==> src/rtl/mux_rr_n.sv <==
// mux_rr_n: N-channel, WIDTH-bit registered multiplexer with valid/ready
// on every input channel and on the single output stage.
//
// Selection is either static (mode=0, channel = sel) or round-robin among
// valid channels (mode=1, scan starts at the rr pointer). One output
// register gives one-cycle latency and sustains 1 word/clk when the
// consumer keeps out_ready high.
//
// Ports:
//   clk, reset          rising-edge clock, synchronous active-high reset
//   mode                0 = static select, 1 = round-robin
//   sel [SELW]          channel index used when mode=0 (>= NCH never grants)
//   in_data [NCH*WIDTH] channel i at bits [i*WIDTH +: WIDTH]
//   in_valid/in_ready   per-channel handshake; in_ready is one-hot or zero
//   out_data/out_sel    registered word and the channel that supplied it
//   out_valid/out_ready output handshake
//   xfer_count [16]     only with MUX_RR_N_STATS_EN: completed output
//                       handshakes, wrapping at 16'hFFFF
module mux_rr_n #(
  parameter int WIDTH = 8,
  parameter int NCH   = 4,
  parameter int SELW  = 2
) (
  input  logic                 clk,
  input  logic                 reset,
  input  logic                 mode,
  input  logic [SELW-1:0]      sel,
  input  logic [NCH*WIDTH-1:0] in_data,
  input  logic [NCH-1:0]       in_valid,
  output logic [NCH-1:0]       in_ready,
  output logic [WIDTH-1:0]     out_data,
  output logic [SELW-1:0]      out_sel,
  output logic                 out_valid,
  input  logic                 out_ready
`ifdef MUX_RR_N_STATS_EN
  ,
  output logic [15:0]          xfer_count
`endif
);

  logic [SELW-1:0]  rr_ptr;
  logic             load_en;
  logic             gnt_vld;
  logic [SELW-1:0]  gnt_idx;
  logic [NCH-1:0]   gnt_oh;
  logic [WIDTH-1:0] gnt_data;
  logic             xfer;

  // Register is free, or is being drained this same cycle.
  assign load_en = !out_valid || out_ready;

  always_comb begin
    int idx;
    idx     = 0;
    gnt_vld = 1'b0;
    gnt_idx = '0;
    gnt_oh  = '0;
    if (!mode) begin
      // Compare against each legal index so sel >= NCH simply matches nothing.
      for (int i = 0; i < NCH; i++) begin
        if (sel == SELW'(i) && in_valid[i]) begin
          gnt_vld   = 1'b1;
          gnt_idx   = SELW'(i);
          gnt_oh[i] = 1'b1;
        end
      end
    end else begin
      // Scan p, p+1, ..., NCH-1, 0, ..., p-1; wrap on NCH, not 2**SELW.
      for (int k = 0; k < NCH; k++) begin
        idx = int'(rr_ptr) + k;
        if (idx >= NCH) idx = idx - NCH;
        if (!gnt_vld && in_valid[idx]) begin
          gnt_vld     = 1'b1;
          gnt_idx     = SELW'(idx);
          gnt_oh[idx] = 1'b1;
        end
      end
    end
  end

  always_comb begin
    gnt_data = '0;
    for (int i = 0; i < NCH; i++)
      if (gnt_oh[i]) gnt_data = in_data[i*WIDTH +: WIDTH];
  end

  // A grant already implies in_valid, so any raised in_ready is a transfer.
  assign in_ready = (!reset && load_en && gnt_vld) ? gnt_oh : '0;
  assign xfer     = |in_ready;

  always_ff @(posedge clk) begin
    if (reset) begin
      out_valid <= 1'b0;
      out_data  <= '0;
      out_sel   <= '0;
      rr_ptr    <= '0;
    end else begin
      if (xfer) begin
        out_valid <= 1'b1;
        out_data  <= gnt_data;
        out_sel   <= gnt_idx;
        if (mode)
          rr_ptr <= (gnt_idx == SELW'(NCH-1)) ? '0 : gnt_idx + SELW'(1);
      end else if (out_valid && out_ready) begin
        out_valid <= 1'b0;
      end
    end
  end

`ifdef MUX_RR_N_STATS_EN
  always_ff @(posedge clk) begin
    if (reset)                         xfer_count <= '0;
    else if (out_valid && out_ready)   xfer_count <= xfer_count + 16'd1;
  end
`endif

endmodule
==> config.mk <==
export PLATFORM = sky130hd
export DESIGN_NAME = mux_rr_n
export DESIGN_NICKNAME = d
export VERILOG_FILES = /design/src/rtl/mux_rr_n.sv
export SDC_FILE = /design/constraint.sdc
export NUM_CORES = 1
export LEC_CHECK = 0
export BUFFER_PORTS_ARGS = -buffer_cell sky130_fd_sc_hd__buf_2
export CAP_MARGIN = 10
export CORE_ASPECT_RATIO = 1.2
export CORE_MARGIN = 1
export CORE_UTILIZATION = 54
export CTS_BUF_LIST = sky130_fd_sc_hd__clkbuf_8 sky130_fd_sc_hd__clkbuf_16
export DETAILED_ROUTE_END_ITERATION = 8
export PLACE_DENSITY = 0.86
export SYNTH_ARGS = -nofsm -noshare
export SYNTH_HDL_FRONTEND = slang
export SYNTH_SLANG_ARGS = --single-unit
==> constraint.sdc <==
create_clock -name clk -period 8.65 [get_ports clk]
set_clock_uncertainty 0.05 [all_clocks]
set_input_delay 1.73 -clock clk [delete_from_list [all_inputs] [get_ports clk]]
set_output_delay 1.73 -clock clk [all_outputs]
set_load 0.05 [all_outputs]
==> impl_results.md <==
* Fraction of layout cells with a size suffix above 1 at a little over a third
* DR iter-0 viols at between 70 and 80
* Synth Warn # at 0
* Core Area at around 2800 µm²
* Worst-path fanout max at 18
* Final setup viols at 0
* Critical path class: in -> out
* CTS tree: yes
* Clock buffer depth at 2
* PD cells at between 150 and 200 nW/µm²
* Num ports at between 50 and 60
* Crit path capture type: output pin
* CTS Buf Count at 3
* CP peak stage delay at approximately 0.43 ns
* Length of routed wiring on met1 at 1800 µm
* GRT overflow at 0
* Vias post-DR at 1,739
* Synth Flop Type: dfxtp_1
* First-pass GRT wire length at about 7100 µm
* DP Wirelength at roughly 3200 µm
* Final ANT Viol Nets at 0
* Peak Freq at between 150 and 200 MHz
* Die width at 52.0 µm
* First drt pass iteration count at 4
* CP required at between 6 and 7 ns
* Post-synth ARST share at 0%
* Post-CTS repair timing setup buffer count at 0
* Largest net degree at the start of global routing at 21
* MaxCap Viol Count at 0
* Post-synthesis sequential area ratio at ~16%
* Ant diodes at 0
* Syn_nets at ~250
* Hold Buf Count CTS at 0
* Initial Util at between 50% and 60%
* Synthesized area at 1620 µm²
* Post-Synthesis Cells at approximately 200
* Initial antenna violation count at 0
* Die height at around 62 µm
* Clock root buffer: clkbuf_8
* Slowest cell on the critical path: a2111oi_4
* DIE AREA at approximately 3200 µm²
* DRC Markers at 0
* Most frequent cells in the layout: buf_2 (56), nor2_1 (15), inv_1 (14), o21ai_0 (14)
* Highest metal used: met4
* Met3 wire length at ~320 µm
* Clk_lat worst skew at 0.24 ns
* Status: completed
* Hold slack at about 0.46 ns
* Num rows at 21
* Crit path top cell by count: buf_2
* CTS HTree Levels at 1
* Post-Route WL at 4460 µm
* Setup_tns at 0 ns
* Average vias per placed instance at approximately 6.3
* CP Launch Type: primary input
* Port bufs at 56
* Final hold violations at 0
* Worst relative slew slack at between 40% and 50%
* Cells along the critical path: buf_2 > or3b_4 > a2111oi_4 > o31ai_1 > a41o_1 > nor2_1 > buf_2
* Worst min path class: reg -> reg
* Crit path DAT at ~3.8 ns
* Final GP Congestion at just under 0.9
* RSZ-0062 raised after global routing: false
* Max Transition Viols Final at 0
* Post-synth EDFFs at 0
* Area grow syn2layout at 18.0%
* Met2 wire len at 2210 µm
* Hold Path Depth at 2
* Syn Area/Cell at between 8 and 9 µm²
* Post-CTS sizing at 0
* Final min period at 5.55 ns
* Synth cell types at 48
* Vias in the first global route at between 1,500 and 2,000
* Final net count at 292
* Worst vdd ir at around 0.00014 V
* Commonest non-fill, non-tap cell in the layout: buf_2
* Per-cell routed wire length at ~16 µm
* Final cycle utilization of the critical path at around 64%
* GRT Total Usage at 29.5%
* Slew @ Worst Pin at between 0.8 and 0.9 ns
* Leakage Power at roughly 0.82 nW
* Seq cells post-synth at 13
* FF-to-FF setup slack at ~4.7 ns
* Clock Sinks at 13
* Clock transition at the registers of the reported paths at ~0.050 ns
* R2r worst-path depth at 10
* Final Power at about 320 µW
synth_stat cells, types with 5 or more instances:
library cell	count	area share [%]
clkbuf_1	6	1.4
o21ai_0	14	4.3
ha_1	7	5.4
nor2b_1	5	1.9
nand3b_1	6	2.8
a21oi_1	8	2.5
dfxtp_1	13	16
a311oi_2	8	7.4
nor2_1	15	3.5
mux2i_1	9	5.6
nor2_2	8	3.1
inv_1	13	3.0
o221ai_1	8	4.3
nand2_1	13	3.0
nor3b_1	9	4.2
per-layer routing:
metal,GRT usage (%),vias up
met2,52.4,100
met3,2.68,12
met5,0,-
met1,36.7,793
met4,12.0,0
li1,-,834
area by class of cell:
type	instances	area, µm²
Sequential cell	13	260
Tap cell	34	42.5
Multi-Input combinational cell	154	1220
Timing Repair Buffer	57	288
Clock inverter	1	3.75
Inverter	14	52.6
Fill cell	230	900
Clock buffer	3	41.3
where the power goes:
| group | switching (mW) | internal, mW |
|---|---|---|
| clock | 0.0217 | 0.0313 |
| combinational | 0.120 | 0.0684 |
| sequential | 0.0116 | 0.0685 |
path summary, 6_finish.rpt:
kind | startpoint | endpoint
worst max-delay path | in_valid[2] | in_ready[2]
worst min-delay path | out_sel[1]$_SDFFE_PP0P_ | out_sel[1]$_SDFFE_PP0P_
worst max register to register | rr_ptr[0]$_SDFFE_PP0P_ | out_sel[0]$_SDFFE_PP0P_
worst min register to register | out_sel[1]$_SDFFE_PP0P_ | out_sel[1]$_SDFFE_PP0P_
stage by stage:
| step | setup WS, ns | cells | utilization, % | cell area [µm²] |
|---|---|---|---|---|
| finish | 3.10 | 276 | 68.0 | 1910 |
| global route | 2.94 | 276 | 68.0 | 1910 |
| CTS | 3.12 | 276 | 68.0 | 1910 |
| detailed placement | 3.12 | 272 | 66.4 | 1870 |
| global placement | 3.17 | 272 | 66.4 | 1870 |
| floorplan | 3.05 | 196 | - | 1620 |
critical path: cells and delay by family:
family | cells | cell delay, ns
simple gates | 2 | 0.56
compound gates | 3 | 0.98
buf+inv | 2 | 0.49
state kept, by name, indices dropped and copies added, names as in the netlist:
signal / count
out_data: 8
out_sel: 2
out_valid: 1
rr_ptr: 2
kinds of logic after synthesis:
kind of cell | after synthesis | synth area share, %
AND/OR/NAND/NOR | 72 | 24.9
AO/OA/AOI/OAI | 60 | 32.9
buffers and inverters | 29 | 8.42
multiplexers | 14 | 11.8
flip-flops | 13 | 16.1
adder cells (fa/ha/maj) | 7 | 5.41
XOR/XNOR | 1 | 0.541
Note: power is estimated with default switching activity, not from simulation.
